[src/rtl/cpu_pkg.sv]
// Types and constants shared by the fetch stage, the data stage and the memory port arbiter.
package cpu_pkg;

  localparam int unsigned WORD_W = 16;
  localparam int unsigned BYTE_W = 8;

  typedef enum logic [1:0] {
    IDLE,
    HI,
    LO,
    FIN
  } state_e;

  typedef enum logic {
    OWN_FETCH,
    OWN_DATA
  } owner_e;

endpackage

[src/rtl/mem_port_arbiter_if.sv]
// Fetch, data and byte-memory signals of the shared memory port.
// The slave modport is the arbiter's view; the master modport is the CPU/memory side.
interface mem_port_arbiter_if #(
  parameter int unsigned ADDR_W = 16
);
  import cpu_pkg::*;

  logic                fetch_req;
  logic [ADDR_W-1:0]   fetch_addr;
  logic                fetch_flush;
  logic                fetch_ack;
  logic [WORD_W-1:0]   fetch_rdata;

  logic                data_req;
  logic                data_we;
  logic [ADDR_W-1:0]   data_addr;
  logic [WORD_W-1:0]   data_wdata;
  logic                data_ack;
  logic [WORD_W-1:0]   data_rdata;

  logic                mem_en;
  logic                mem_we;
  logic [ADDR_W-1:0]   mem_addr;
  logic [BYTE_W-1:0]   mem_wdata;
  logic [BYTE_W-1:0]   mem_rdata;

  logic                busy;

  modport slave (
    input  fetch_req, fetch_addr, fetch_flush, data_req, data_we, data_addr, data_wdata,
           mem_rdata,
    output fetch_ack, fetch_rdata, data_ack, data_rdata, mem_en, mem_we, mem_addr,
           mem_wdata, busy
  );

  modport master (
    output fetch_req, fetch_addr, fetch_flush, data_req, data_we, data_addr, data_wdata,
           mem_rdata,
    input  fetch_ack, fetch_rdata, data_ack, data_rdata, mem_en, mem_we, mem_addr,
           mem_wdata, busy
  );

endinterface

[src/rtl/mem_port_arbiter.sv]
// Shares a byte-wide memory between fetch and data stages; each 16-bit word is two
// big-endian byte accesses (HI then LO), acked in FIN. Data wins unless fetch has starved.
module mem_port_arbiter
  import cpu_pkg::*;
#(
  parameter int unsigned ADDR_W         = 16,
  parameter int unsigned MAX_DATA_BURST = 2
) (
  input logic               clk,
  input logic               rst,
  mem_port_arbiter_if.slave bus
);

  localparam logic [2:0] BurstMax = 3'(MAX_DATA_BURST);

  state_e              state_q;
  owner_e              owner_q;
  logic [2:0]          burst_q;
  logic                abort_q;
  logic                mem_en_q;
  logic                mem_we_q;
  logic [ADDR_W-1:0]   mem_addr_q;
  logic [BYTE_W-1:0]   mem_wdata_q;
  logic [BYTE_W-1:0]   lo_wdata_q;
  logic [BYTE_W-1:0]   hi_rdata_q;
  logic [WORD_W-1:0]   fetch_rdata_q;
  logic [WORD_W-1:0]   data_rdata_q;

  logic                fetch_ok;
  logic                grant_fetch;
  logic                grant_data;
  logic                in_fin;
  logic [WORD_W-1:0]   fin_word;

  // A flush in IDLE withdraws the fetch request for this cycle only.
  assign fetch_ok    = bus.fetch_req & ~bus.fetch_flush;
  assign grant_fetch = fetch_ok & (~bus.data_req | (burst_q == BurstMax));
  assign grant_data  = bus.data_req & ~grant_fetch;
  assign in_fin      = (state_q == FIN) & ~rst;
  assign fin_word    = {hi_rdata_q, bus.mem_rdata};

  always_ff @(posedge clk) begin
    if (rst) begin
      state_q       <= IDLE;
      owner_q       <= OWN_FETCH;
      burst_q       <= '0;
      abort_q       <= 1'b0;
      mem_en_q      <= 1'b0;
      mem_we_q      <= 1'b0;
      mem_addr_q    <= '0;
      mem_wdata_q   <= '0;
      lo_wdata_q    <= '0;
      hi_rdata_q    <= '0;
      fetch_rdata_q <= '0;
      data_rdata_q  <= '0;
    end else begin
      if ((state_q != IDLE) && (owner_q == OWN_FETCH) && bus.fetch_flush) begin
        abort_q <= 1'b1;
      end
      unique case (state_q)
        IDLE: begin
          if (grant_fetch || grant_data) begin
            owner_q     <= grant_data ? OWN_DATA : OWN_FETCH;
            abort_q     <= 1'b0;
            mem_en_q    <= 1'b1;
            mem_we_q    <= grant_data & bus.data_we;
            mem_addr_q  <= grant_data ? bus.data_addr : bus.fetch_addr;
            mem_wdata_q <= grant_data ? bus.data_wdata[15:8] : '0;
            lo_wdata_q  <= grant_data ? bus.data_wdata[7:0] : '0;
            state_q     <= HI;
          end
          // Saturate so a flush-blocked fetch cannot push the count past the limit.
          if (grant_fetch) begin
            burst_q <= '0;
          end else if (grant_data) begin
            if (!bus.fetch_req) begin
              burst_q <= '0;
            end else if (burst_q != BurstMax) begin
              burst_q <= burst_q + 3'd1;
            end
          end
        end
        HI: begin
          mem_addr_q  <= mem_addr_q + ADDR_W'(1);
          mem_wdata_q <= lo_wdata_q;
          state_q     <= LO;
        end
        LO: begin
          hi_rdata_q <= bus.mem_rdata;
          mem_en_q   <= 1'b0;
          mem_we_q   <= 1'b0;
          state_q    <= FIN;
        end
        FIN: begin
          if (owner_q == OWN_FETCH) begin
            fetch_rdata_q <= fin_word;
          end else begin
            data_rdata_q <= fin_word;
          end
          state_q <= IDLE;
        end
        default: state_q <= IDLE;
      endcase
    end
  end

  // Strobes are gated by reset so an interrupted store cannot write its low byte.
  assign bus.mem_en      = mem_en_q & ~rst;
  assign bus.mem_we      = mem_we_q & ~rst;
  assign bus.mem_addr    = mem_addr_q;
  assign bus.mem_wdata   = mem_wdata_q;
  assign bus.busy        = (state_q != IDLE);

  assign bus.fetch_ack   = in_fin & (owner_q == OWN_FETCH) & ~abort_q & ~bus.fetch_flush;
  assign bus.data_ack    = in_fin & (owner_q == OWN_DATA);
  assign bus.fetch_rdata = (in_fin && owner_q == OWN_FETCH) ? fin_word : fetch_rdata_q;
  assign bus.data_rdata  = (in_fin && owner_q == OWN_DATA) ? fin_word : data_rdata_q;

endmodule

[src/flat_wrapper.sv]
// flat-port wrapper written by rule: the top's interface ports become plain ports
module mem_port_arbiter_flat import cpu_pkg::*;
#(
  parameter int unsigned ADDR_W         = 16,
  parameter int unsigned MAX_DATA_BURST = 2
)
  (clk, rst, bus_fetch_req, bus_fetch_addr, bus_fetch_flush, bus_data_req, bus_data_we, bus_data_addr, bus_data_wdata, bus_mem_rdata, bus_fetch_ack, bus_fetch_rdata, bus_data_ack, bus_data_rdata, bus_mem_en, bus_mem_we, bus_mem_addr, bus_mem_wdata, bus_busy);
  mem_port_arbiter_if #(.ADDR_W(ADDR_W)) bus_i ();
  input logic clk;
  input logic rst;
  input wire logic [$bits(bus_i.fetch_req)-1:0] bus_fetch_req;
  input wire logic [$bits(bus_i.fetch_addr)-1:0] bus_fetch_addr;
  input wire logic [$bits(bus_i.fetch_flush)-1:0] bus_fetch_flush;
  input wire logic [$bits(bus_i.data_req)-1:0] bus_data_req;
  input wire logic [$bits(bus_i.data_we)-1:0] bus_data_we;
  input wire logic [$bits(bus_i.data_addr)-1:0] bus_data_addr;
  input wire logic [$bits(bus_i.data_wdata)-1:0] bus_data_wdata;
  input wire logic [$bits(bus_i.mem_rdata)-1:0] bus_mem_rdata;
  output wire logic [$bits(bus_i.fetch_ack)-1:0] bus_fetch_ack;
  output wire logic [$bits(bus_i.fetch_rdata)-1:0] bus_fetch_rdata;
  output wire logic [$bits(bus_i.data_ack)-1:0] bus_data_ack;
  output wire logic [$bits(bus_i.data_rdata)-1:0] bus_data_rdata;
  output wire logic [$bits(bus_i.mem_en)-1:0] bus_mem_en;
  output wire logic [$bits(bus_i.mem_we)-1:0] bus_mem_we;
  output wire logic [$bits(bus_i.mem_addr)-1:0] bus_mem_addr;
  output wire logic [$bits(bus_i.mem_wdata)-1:0] bus_mem_wdata;
  output wire logic [$bits(bus_i.busy)-1:0] bus_busy;
  assign bus_i.fetch_req = bus_fetch_req;
  assign bus_i.fetch_addr = bus_fetch_addr;
  assign bus_i.fetch_flush = bus_fetch_flush;
  assign bus_i.data_req = bus_data_req;
  assign bus_i.data_we = bus_data_we;
  assign bus_i.data_addr = bus_data_addr;
  assign bus_i.data_wdata = bus_data_wdata;
  assign bus_i.mem_rdata = bus_mem_rdata;
  assign bus_fetch_ack = bus_i.fetch_ack;
  assign bus_fetch_rdata = bus_i.fetch_rdata;
  assign bus_data_ack = bus_i.data_ack;
  assign bus_data_rdata = bus_i.data_rdata;
  assign bus_mem_en = bus_i.mem_en;
  assign bus_mem_we = bus_i.mem_we;
  assign bus_mem_addr = bus_i.mem_addr;
  assign bus_mem_wdata = bus_i.mem_wdata;
  assign bus_busy = bus_i.busy;
  mem_port_arbiter #(.ADDR_W(ADDR_W), .MAX_DATA_BURST(MAX_DATA_BURST)) u_core (.clk(clk), .rst(rst), .bus(bus_i));
endmodule
[config.mk]
export PLATFORM = sky130hd
export DESIGN_NAME = mem_port_arbiter_flat
export DESIGN_NICKNAME = d
export VERILOG_FILES = /design/src/rtl/cpu_pkg.sv /design/src/rtl/mem_port_arbiter_if.sv /design/src/rtl/mem_port_arbiter.sv /design/src/flat_wrapper.sv
export SDC_FILE = /design/constraint.sdc
export NUM_CORES = 1
export LEC_CHECK = 0
export CELL_PAD_IN_SITES_DETAIL_PLACEMENT = 1
export CELL_PAD_IN_SITES_GLOBAL_PLACEMENT = 1
export CORE_MARGIN = 8
export CORE_UTILIZATION = 38
export CTS_CLUSTER_SIZE = 20
export DETAILED_ROUTE_END_ITERATION = 8
export PLACE_DENSITY_LB_ADDON = 0.1
export SYNTH_ARGS = -nofsm -noshare
export SYNTH_HDL_FRONTEND = slang
export SYNTH_SLANG_ARGS = --single-unit
[constraint.sdc]
create_clock -name clk -period 2.7 [get_ports clk]
set_input_delay 0.54 -clock clk [delete_from_list [all_inputs] [get_ports clk]]
set_output_delay 0.54 -clock clk [all_outputs]
set_load 0.02 [all_outputs]
==> run summary <==
Initial standard-cell utilization of the core -> 38.4%
Min cycle time layout -> 2600 ps
Adder and majority gate portion of the synthesized area -> 2.13%
Total number of yosys warnings -> 0
Remaining design rule violation count -> 0
Proportion of synthesized area in mux cells -> 13.9%
Area of the mapped netlist -> 4100 sq um
Outcome -> completed
Count of port buffers added during placement -> 122
Clock buffer count from CTS -> 9
Via-to-Cell Ratio -> 5.50
Mapped Cells -> 431
Diode count -> 0
Post-DP HPWL -> 9980 um
Clock Skew -> 17.9 ps
Classification of the worst-slack hold path -> reg2reg
Share of synthesized area occupied by flip-flops and latches -> 39.5%
Number of synthesized register bits -> 81
Sum Neg Setup Slack -> 0 ps
Area fraction in compound gates after synthesis -> 23.5%
Maximum capacitance violations -> 0
Horiz. Die Dim -> 120 um
Number of global-route vias before repair -> 4,379
Met2 Resource Use GR -> 34.1%
XOR/XNOR share of the synthesized area -> 0%
Number of sinks driven by the clock tree -> 81
All-Layer GR Usage -> 18.4%
Die Area -> 14,400 sq um
Normalized max-slew margin -> 52.2%
Number of antenna violations at the first check in global routing -> 0
Worst voltage drop across the vdd grid -> 434 uV
Highest clock rate -> 384 MHz
Post-synthesis simple-gate area fraction -> 16.9%
Nature of the critical path startpoint -> register
Count of boundary I/O pins -> 123
Busiest metal layer after global routing -> met2
Vias -> 3,904
Area taken by multi-input logic gates -> 2340 sq um
Post-DRT Antenna Nets -> 0
Setup crit end kind -> output port
Share of post-route cells with drive strength above 1 -> 18.9%
Synth Area per Inst -> 9.52 sq um
Core outline area -> 10,700 sq um
Routability-driven placement congestion ratio -> 0.814
Final Hold Vio Count -> 0
Routed wire per std cell -> 18.7 um
Max Root-Sink Buffers -> 2
Prevailing post-synth register cell -> dfxtp_1
Clk_lat worst skew -> 360 ps
Area grow syn2layout -> 40.8%
Met3 routing resource usage after global routing -> 4.84%
Total chip power -> 4.73 mW
Number of nets in the finished design -> 634
Library cell used as clock root buffer -> clkbuf_8
Maximum fanout encountered on the critical timing path -> 23
First-pass GRT wire length -> 21,900 um
DRC marker count from the first detailed-route iteration -> 193
Die height -> 120 um
Number of nets in the synthesized netlist -> 500
Distinct cell type count after synthesis -> 52
Clock-pin transition on the worst setup and hold timing paths -> 90 ps
Number of cell rows -> 38
Crit path arrival time -> 2060 ps
Worst EP required -> 2160 ps
Final setup violation count -> 0
Share of flip-flops with an asynchronous set or reset after synthesis -> 0%
Number of iterations in the first detailed-routing pass -> 4
Final number of max-transition violations -> 0
Routed wire length -> 13,300 um
CTS Hold Buffers Added -> 0
Slew at the pin closest to its max-slew limit -> 714 ps
Fraction of met1 tracks used by global routing -> 20.2%
Setup repair after global routing missed its margin -> no
Cell Pwr Density -> 819 nW/um^2
Critical path type -> reg2out
Dominant combinational cell family by area after synthesis -> compound AO/OA/AOI/OAI gates
Portion of the clock cycle consumed by the worst path in the final layout -> 96.4%
Total congestion overflow after global routing -> 0
CTS tree -> done
Number of filler cells placed in the layout -> 1,204
Combined flip-flop and latch cell area -> 1630 sq um
Pin count of the biggest net entering global routing -> 31
Maximum level of the CTS H-tree -> 3
Post-synth EDFFs -> 0
Static leakage -> 2.28 nW
[synth_stat cells, types with 2 or more instances]
cell      count  area share, %
dfxtp_1      81             40
a22o_1       40            8.5
mux2_2       33            9.1
nor2_1       25            2.3
nand2_1      22            2.0
mux2i_1      20            4.9
clkbuf_1     19            1.7
nand3_1      16            2.0
a21oi_1      13            1.6
o21ai_0      12            1.5
a31oi_1      10            1.5
and3_1       10            1.5
buf_2         9            1.1
inv_1         9           0.82
a211oi_1      8            1.5
a21boi_0      8            1.5
a311oi_1      8            1.7
nand3b_1      8            1.5
ha_1          7            2.1
o221ai_1      7            1.5
and2_1        6           0.92
nand2b_1      6           0.92
nand4_1       5           0.76
nor4_1        5           0.76
or3_1         5           0.76
nor2b_1       4           0.61
a21o_1        3           0.55
o211ai_1      3           0.55
nor3_1        2           0.24
nor3b_1       2           0.37
nor3b_2       2           0.61
o31a_1        2           0.43
o41a_1        2           0.55
[power by group]
part	internal, mW	leakage, nW	total (mW)	switching, mW
registers	1.45	0.661	1.75	0.300
logic	0.947	1.54	2.13	1.18
clock network	0.350	0.0819	0.848	0.499
total	2.75	2.28	4.73	1.98
[path summary, 6_finish.rpt]
kind                                         startpoint                 endpoint  slack, ps  cells after the start
worst max register to register        u_core.state_q[0]   u_core.bus.mem_addr[9]        570                      8
worst min-delay path            u_core.fetch_rdata_q[3]  u_core.fetch_rdata_q[3]        480                      1
worst min register to register  u_core.fetch_rdata_q[3]  u_core.fetch_rdata_q[3]        480                      1
worst max-delay path                  u_core.state_q[1]        bus_data_rdata[7]        100                      6
[metrics by stage]
step,hold slack [ps],utilization (%),area [sq um],instances,setup WS (ps)
2_1_floorplan,438,-,4100,431,259
3_3_place_gp,452,52.5,5620,691,89.9
3_5_place_dp,456,52.5,5620,691,19.7
4_1_cts,484,54.3,5810,709,0.451
5_1_grt,497,54.0,5780,710,7.94
6_report,483,54.0,5780,710,96.5
[logic make-up (layout without fill, tap and decap cells)]
logic type / count (synthesis) / count (layout)
simple gates: 126 / 126
mux: 53 / 53
flops: 81 / 81
fa+ha+maj: 7 / 7
compound gates: 125 / 125
buf+inv: 39 / 178
[flip-flops by register name, indices dropped and copies added, names as in the netlist]
| signal | cells |
|---|---|
| u_core.lo_wdata_q | 8 |
| u_core.data_rdata_q | 16 |
| u_core.hi_rdata_q | 8 |
| u_core.owner_q | 1 |
| u_core.burst_q | 3 |
| u_core.mem_en_q | 1 |
| u_core.state_q | 2 |
| u_core.fetch_rdata_q | 16 |
| u_core.mem_we_q | 1 |
| u_core.abort_q | 1 |
| u_core.bus.mem_addr | 16 |
| u_core.bus.mem_wdata | 8 |
[per-layer routing]
layer,up-vias,part of all wire (%),wire length [um]
li1,1908,-,-
met3,10,4.6,608
met5,-,0,0
met2,78,53,7110
met1,1908,41,5410
met4,0,1.4,184
[layout make-up]
type                    instances  share of cell area, %
clock inverters                 7                   1.06
clock buffers                   9                   2.14
repair buffers                152                   24.5
flip-flops and latches         81                   28.1
inverters                      10                  0.650
well taps                     140                   3.03
multi-input cells             311                   40.5
[layout by cell type (no fill, tap or decap), types with 4 or more instances in the layout]
master and count:
a31oi_1 10, a211oi_1 8, mux2_2 33, nor2_1 25, nor2b_1 4, mux2i_1 20, a311oi_1 8, dlygate4sd2_1 19
nand3_1 16, inv_1 8, clkdlybuf4s15_2 4, a22o_1 40, nor4_1 5, clkbuf_2 10, o21ai_0 12, o221ai_1 7
buf_4 27, a21oi_1 13, clkinvlp_4 4, and3_1 10, nand4_1 5, nand2b_1 6, dfxtp_1 78, nand2_1 22
nand3b_1 8, ha_1 6, and2_1 6, a21boi_0 8, or3_1 5, clkbuf_8 9, clkdlybuf4s50_1 87
[timing repair]
| action | 4_1_cts | 5_1_grt |
|---|---|---|
| setup endpoints to repair | 34 | 30 |
| resized for setup | 54 | 14 |
| pin swaps | 0 | 0 |
| buffers inserted | 2 | 1 |
| hold endpoints to repair | 0 | 0 |
[critical path, cell delays in order, from the launching register on]
cell	delay, ps
dfxtp_2	390
ha_4	160
nor3b_4	230
buf_4	160
buf_12	160
mux2_2	350
clkdlybuf4s15_2	260
(Power assumes the default switching activity.)
